--- config.mk ---
export PLATFORM = sky130hd
export DESIGN_NAME = oh_fork3
export DESIGN_NICKNAME = d
export VERILOG_FILES = /design/src/rtl/oh_fork3_branch.sv /design/src/rtl/oh_fork3.sv
export SDC_FILE = /design/constraint.sdc
export NUM_CORES = 1
export LEC_CHECK = 0
export ABC_AREA = 1
export BUFFER_PORTS_ARGS = -buffer_cell sky130_fd_sc_hd__buf_2
export CORE_MARGIN = 2
export CORE_UTILIZATION = 49
export DETAILED_ROUTE_END_ITERATION = 8
export GPL_TIMING_DRIVEN = 0
export PLACE_DENSITY = 0.86
export SYNTH_ARGS = -nofsm -noshare
export SYNTH_HDL_FRONTEND = slang
export SYNTH_HIERARCHICAL = 1
export SYNTH_SLANG_ARGS = --single-unit
--- constraint.sdc ---
create_clock -name clk -period 4.9 [get_ports clk]
set_clock_uncertainty 0.1 [all_clocks]
set_input_delay 0.49 -clock clk [delete_from_list [all_inputs] [get_ports clk]]
set_output_delay 0.49 -clock clk [all_outputs]
set_load 0.01 [all_outputs]
--- src/rtl/oh_fork3_branch.sv ---
// One fork group: tracks whether the held item still owes this group a delivery
// and arbitrates between the group's two consumers.
module oh_fork3_branch (
  input  logic       clk,
  input  logic       nreset,
  input  logic       full,
  input  logic       load,
  input  logic [1:0] ready,
  output logic [1:0] valid,
  output logic [1:0] take,
  output logic       fire,
  output logic       pend_next
);

  logic pend;
  logic rr;
  logic tie;
  logic win;

  // Tie goes to the member that did not win the previous tie.
  always_comb begin
    tie       = &ready;
    win       = tie ? ~rr : ready[1];
    fire      = full & pend & (|ready);
    take      = 2'b00;
    if (fire) take = win ? 2'b10 : 2'b01;
    pend_next = pend & ~fire;
    valid     = {2{full & pend}};
  end

  always_ff @(posedge clk or negedge nreset) begin
    if (!nreset) begin
      pend <= 1'b0;
      rr   <= 1'b0;
    end else begin
      pend <= load | pend_next;
      if (fire & tie) rr <= win;
    end
  end

endmodule

--- src/rtl/oh_fork3.sv ---
// Eager 3-way fork: one held item is delivered to each of groups A, B and C,
// where either of a group's two members may take it.
module oh_fork3 #(
  parameter int unsigned DW   = 32,
  parameter              PROP = "DEFAULT"
) (
  input  logic          clk,
  input  logic          nreset,
  input  logic          in_valid,
  input  logic [DW-1:0] in_data,
  output logic          in_ready,
  output logic [DW-1:0] out_data,
  output logic [1:0]    a_valid,
  input  logic [1:0]    a_ready,
  output logic [1:0]    a_take,
  output logic [1:0]    b_valid,
  input  logic [1:0]    b_ready,
  output logic [1:0]    b_take,
  output logic [1:0]    c_valid,
  input  logic [1:0]    c_ready,
  output logic [1:0]    c_take,
  output logic          busy
);

  localparam int unsigned NGRP = 3;
  localparam int unsigned NMEM = 2;

  // PROP is an implementation hint carried for interface compatibility only.
  if (PROP == "DEFAULT") begin : g_prop_default
  end

  logic                       full;
  logic [DW-1:0]              data;
  logic                       last;
  logic                       accept;
  logic [NGRP-1:0][NMEM-1:0]  rdy;
  logic [NGRP-1:0][NMEM-1:0]  vld;
  logic [NGRP-1:0][NMEM-1:0]  tk;
  logic [NGRP-1:0]            fire;
  logic [NGRP-1:0]            pend_next;

  assign rdy = {c_ready, b_ready, a_ready};

  for (genvar g = 0; g < NGRP; g++) begin : g_branch
    oh_fork3_branch u_branch (
      .clk       (clk),
      .nreset    (nreset),
      .full      (full),
      .load      (accept),
      .ready     (rdy[g]),
      .valid     (vld[g]),
      .take      (tk[g]),
      .fire      (fire[g]),
      .pend_next (pend_next[g])
    );
  end

  // The item retires once every group is served or being served this cycle.
  always_comb begin
    last     = full & ~(|pend_next);
    in_ready = ~full | last;
    accept   = in_valid & in_ready;
  end

  always_ff @(posedge clk or negedge nreset) begin
    if (!nreset) begin
      full <= 1'b0;
      data <= '0;
    end else begin
      if (accept) begin
        full <= 1'b1;
        data <= in_data;
      end else if (last) begin
        full <= 1'b0;
      end
    end
  end

  assign out_data = data;
  assign busy     = full;
  assign a_valid  = vld[0];
  assign b_valid  = vld[1];
  assign c_valid  = vld[2];
  assign a_take   = tk[0];
  assign b_take   = tk[1];
  assign c_take   = tk[2];

endmodule

==> run_results.csv, run 1 <==
group,metric,value,unit
drt,drtIter0Drc,87,
die,rows,21,
die,die_w,63.9,µm
pwr,p_leak,0.00141,µW
logic_synthesis,synth_nets,250,
grt,use_met2,0.359,
placement,gp_congestion,0.720,
pwr,p_per_area,653,nW/µm²
drt,routed_wl,3.82,mm
die,fp.dieArea,4090,µm²
sta,fin_crit_sh,0.490,
drt,viasPerCell,4.76,
worst_setup_path,cp.arrival,1.81,ns
logic_synthesis,syn_area_per_cell,8.42,µm²
sta,finalSetupViolations,0,
drt,num_vias,1650,
die,start_util,0.519,
cells_and_area,fill_cells,298,
cts,clk_latency,0.32,ns
cells_and_area,antenna_cells,0,
sta,fmax,0.416,GHz
grt,grt_max_degree,40,
sta,period_needed,2.40,ns
grt,global_route.usage.met3,0.0599,
logic_synthesis,synth_cells,209,
worst_setup_path,startpoint,"busy$_DFFE_PN0P_",
grt,grt-ovfl-total,0,
min_path,worstHoldPathType,"input port to async pin",
sta,rsz0062_at_grt,"no",
worst_setup_path,rr_startpoint,"busy$_DFFE_PN0P_",
sta,hold_viol_final,0,
cts,cts_buffer_depth,2,
cts,numClockSinks,39,
grt,grt_util_all_layers,0.206,
run,drv_cap,0,
drt,ant_nets,0,
die,core_area,3390,µm²
sta,worst_pin_slew,0.823,ns
grt,grt_pass1_wl,6.53,mm
cts,cts_made_buffers,5,
worst_setup_path,required,4.31,ns
cells_and_area,multi_input_area,622,µm²
logic_synthesis,synth_area,1760,µm²
cells_and_area,layout_commonest_cell,"buf_2",
placement,dpl.hpwl,2.97,mm
cells_and_area,final_cell_mix,"buf_2 (89), nand2_1 (84), dfrtp_1 (39)",
sta,fin_tns_setup,0,ns
grt,grt_antenna_before_repair,0,
sta,maxSlewHeadroom,0.451,
sta,final_max_slew_viol_count,0,
cts,cts_resized,0,
die,ioPinCount,87,
drt,post_drt_wl_per_cell,11.0,µm
die,die_y,63.9,µm
worst_setup_path,worst-path-max-fanout,10,
pwr,ir_drop,0.000320,V
worst_setup_path,worstSetupPathType,"flip-flop to primary output",
worst_setup_path,worstSetupStartpointType,"flip-flop",
status,status,"finished, final reports clean",
drt,dr.pass1.iters,4,
placement,port_buffers,85,
cells_and_area,fin_nets,342,
cts,cts_tree,"done",
worst_setup_path,worst_setup_path_end_kind,"primary output",
logic_synthesis,synth_warnings,6,
drt,drcViolationCount,0,
cells_and_area,syn_to_final_growth,31.5,%
grt,busiest_layer,"met2",
cts,root_buffer,"clkbuf_4",
grt,grtUsageMet1,0.235,
cells_and_area,final_util,0.683,
cells_and_area,stdcell_area,2310,µm²
grt,grt_pass1_vias,1533,
cts,htreeDepth,2,
cells_and_area,drive_above_1_share,0.392,
cts,cts_hold_buf,0,
placement,place_area,2240,µm²
cts,clk_pin_slew,0.11,ns
cts,post-cts-setup-buffer-count,0,
cells_and_area,regArea,976,µm²
==> registers in the layout, summed over array words and instances (netlist names) <==
name                    cells
g_branch.u_branch/rr        3
out_data                   32
busy                        1
g_branch.u_branch/pend      3
==> report_power, final <==
group	switching (µW)	internal (µW)	total, µW
registers	85.2	477	562
logic	442	311	753
clock network	89.9	105	195
==> worst max-delay path, stage by stage (launching register included) <==
cell	delay [ns]
dfrtp_1	0.50
nand2_2	0.11
inv_2	0.09
nand2_2	0.05
nand2_1	0.07
inv_1	0.04
nor2_1	0.10
nand2_1	0.09
nand2_4	0.12
buf_4	0.19
buf_2	0.14
==> metrics by stage <==
stage          cells  hold WS, ns  setup WS (ns)  total power (µW)
2_1_floorplan    209       0.0944           3.02              1050
3_3_place_gp     340        0.348           2.81              1300
3_5_place_dp     340        0.353           2.79              1330
4_1_cts          347        0.160           2.46              1530
5_1_grt          347        0.194           2.30              1660
6_report         347        0.149           2.50              1510
==> final timing paths <==
path	endpoint	slack [ns]	cells past startpoint
hold reg to reg	out_data[20]$_DFFE_PN0P_	0.37	2
max in group asynchronous	g_branch[2].u_branch/pend$_DFF_PN0_	4.03	1
setup / recovery	in_ready	2.50	10
min in group clk	out_data[11]$_DFFE_PN0P_	0.28	3
setup reg to reg	g_branch[2].u_branch/pend$_DFF_PN0_	3.14	13
hold / removal	out_data[1]$_DFFE_PN0P_	0.15	1
==> layout make-up <==
class                      count  share of cell area
buffer                        13              0.0427
sequential                    39               0.422
clock buffer                   6              0.0178
inverter                      17              0.0276
timing repair buffer          85               0.184
multi-input combinational    140               0.269
tap                           46              0.0249
clock inverter                 1              0.0130
==> per-layer routing <==
metal  vias up  share of wire  routed length [µm]
met3         9          0.067                 256
li1        824              -                   -
met4         0          0.023                  86
met2        58           0.50                1920
met1       759           0.41                1560
met5         -              0                   0
(Power assumes the default switching activity.)
==> run 2, diff against run 1 <==
--- a/config.mk
+++ b/config.mk
@@ -8,10 +8,10 @@
 export ABC_AREA = 1
 export BUFFER_PORTS_ARGS = -buffer_cell sky130_fd_sc_hd__buf_2
 export CORE_MARGIN = 2
-export CORE_UTILIZATION = 49
+export CORE_UTILIZATION = 41
 export DETAILED_ROUTE_END_ITERATION = 8
 export GPL_TIMING_DRIVEN = 0
-export PLACE_DENSITY = 0.86
+export PLACE_DENSITY = 0.76
 export SYNTH_ARGS = -nofsm -noshare
 export SYNTH_HDL_FRONTEND = slang
 export SYNTH_HIERARCHICAL = 1
==> constraint.sdc (replaced) <==
create_clock -name clk -period 2.05 [get_ports clk]
set_clock_uncertainty 0.1 [all_clocks]
set_input_delay 0.205 -clock clk [delete_from_list [all_inputs] [get_ports clk]]
set_output_delay 0.205 -clock clk [all_outputs]
set_load 0.01 [all_outputs]
==> run 2 against run 1 <==
Effect of this change:
- critical endpoint unchanged
- critical path depth down 1
- register-to-register slack worse by 2.8 ns
- setup slack worse by 2.3 ns
- worst hold slack worse by 0.098 ns
- highest routed layer unchanged
- design area up 3.1%
==> run_results.csv, run 2 (same netlist as run 1, synthesis figures left out) <==
group,metric,value,unit
sta,maxSlewHeadroom,0.434,
sta,final_max_slew_viol_count,0,
worst_setup_path,cp.arrival,1.54,ns
pwr,ir_drop,0.000715,V
drt,num_vias,1604,
cells_and_area,drive_above_1_share,0.405,
drt,drcViolationCount,0,
pwr,p_per_area,1560,nW/µm²
drt,drtIter0Drc,51,
sta,rsz0062_at_grt,"no",
sta,fmax,0.542,GHz
worst_setup_path,worst_setup_path_end_kind,"primary output",
sta,period_needed,1.85,ns
drt,routed_wl,3.84,mm
die,die_w,69.5,µm
placement,dpl.hpwl,2.76,mm
cts,clk_latency,0.27,ns
die,die_y,69.5,µm
placement,pre_cts_ws,0.236,ns
cells_and_area,antenna_cells,0,
sta,fin_tns_setup,0,ns
min_path,min_from,"in_data[23]",
die,rows,23,
status,status,"finished, final reports clean",
worst_setup_path,required,1.75,ns
die,fp.dieArea,4830,µm²
worst_setup_path,worstSetupPathType,"flip-flop to primary output",
run,drv_cap,0,
cells_and_area,largest_reg_flops,32,
sta,worst_pin_slew,0.850,ns
drt,post_drt_wl_per_cell,10.7,µm
min_path,min_path_cells,3,
cells_and_area,final_util,0.588,
cts,numClockSinks,39,
worst_setup_path,r2r_cells,12,
grt,grt_util_all_layers,0.167,
sta,finalSetupViolations,0,
drt,viasPerCell,4.47,
grt,grt-ovfl-total,0,
cells_and_area,final_cell_mix,"buf_2 (89), nand2_1 (84), dfrtp_1 (38)",
sta,fin_ws,0.204,ns
drt,dr.pass1.iters,4,
cts,clk_pin_slew,0.07,ns
die,ioPinCount,87,
placement,gp_congestion,0.744,
sta,fin_crit_sh,0.901,
grt,grt_pass1_vias,1461,
cts,cts_made_buffers,5,
cells_and_area,syn_to_final_growth,35.5,%
placement,port_buffers,85,
die,core_area,4060,µm²
grt,grt_max_degree,40,
worst_setup_path,startpoint,"busy$_DFFE_PN0P_",
sta,hold_viol_final,0,
cells_and_area,fill_cells,394,
drt,ant_nets,0,
worst_setup_path,worst-path-max-fanout,11,
worst_setup_path,worstSetupStartpointType,"flip-flop",
grt,grt_pass1_wl,6.56,mm
cts,htreeDepth,2,
cts,cts_buffer_depth,2,
cts,cts_tree,"done",
pwr,p_leak,0.00145,µW
die,start_util,0.434,
worst_setup_path,rr_startpoint,"busy$_DFFE_PN0P_",
pwr,power.total,3730,µW
cells_and_area,layout_commonest_cell,"buf_2",
cells_and_area,fin_nets,349,
grt,grt_antenna_before_repair,0,
cts,root_buffer,"clkbuf_8",
min_path,worstHoldPathType,"input port to flip-flop",
-- run 2: worst paths after layout --
check / endpoint / slack (ns)
max: in_ready / 0.20
min: out_data[23]$_DFFE_PN0P_ / 0.05
max reg2reg: out_data[4]$_DFFE_PN0P_ / 0.34
min reg2reg: out_data[27]$_DFFE_PN0P_ / 0.37
max in group asynchronous: busy$_DFFE_PN0P_ / 0.80
min in group asynchronous: out_data[22]$_DFFE_PN0P_ / 0.47
-- run 2: power breakdown --
| part | switching (µW) | leakage (µW) | internal [µW] |
|---|---|---|---|
| registers | 202 | 0.000478 | 1150 |
| logic | 1060 | 0.000930 | 840 |
| clock network | 240 | 0.0000422 | 239 |
| total | 1510 | 0.00145 | 2220 |
-- run 2: through the flow --
| step | hold slack, ns | std cells | area, µm² |
|---|---|---|---|
| floorplan | -0.191 | 209 | 1760 |
| global placement | 0.261 | 344 | 2250 |
| detailed placement | 0.269 | 344 | 2250 |
| CTS | 0.0439 | 353 | 2340 |
| global route | 0.0479 | 359 | 2390 |
| finish | 0.0509 | 359 | 2390 |
-- run 2: routing by layer --
metal	GRT usage	wire [µm]
met5	0	0
met1	0.211	1760
met4	0.0392	27
met3	0.0523	274
met2	0.281	1770
-- run 2: layout make-up --
class / count / area (µm²) / share of cell area
sequential: 39 / 977 / 0.410
multi-input combinational: 140 / 622 / 0.261
timing repair buffer: 93 / 488 / 0.205
buffer: 12 / 91.3 / 0.0383
clock buffer: 7 / 76.3 / 0.0320
inverter: 17 / 63.8 / 0.0267
tap: 50 / 62.6 / 0.0262
clock inverter: 1 / 5.00 / 0.00210
-- run 2: what timing repair did --
action,in CTS,in global routing
hold buffers,1,0
hold endpoints to repair,39,0
setup buffers,0,7
gates resized for setup,1,0
endpoints found under the setup margin,1,1
pin swaps,0,1
-- run 2: worst max-delay path: stages (launching register included) --
cell     delay, ns
dfrtp_2       0.43
nand2_2       0.09
inv_2         0.08
nand2_2       0.05
nand2_1       0.07
inv_1         0.04
nor2_1        0.10
nand2_1       0.09
nand2_4       0.16
buf_2         0.16
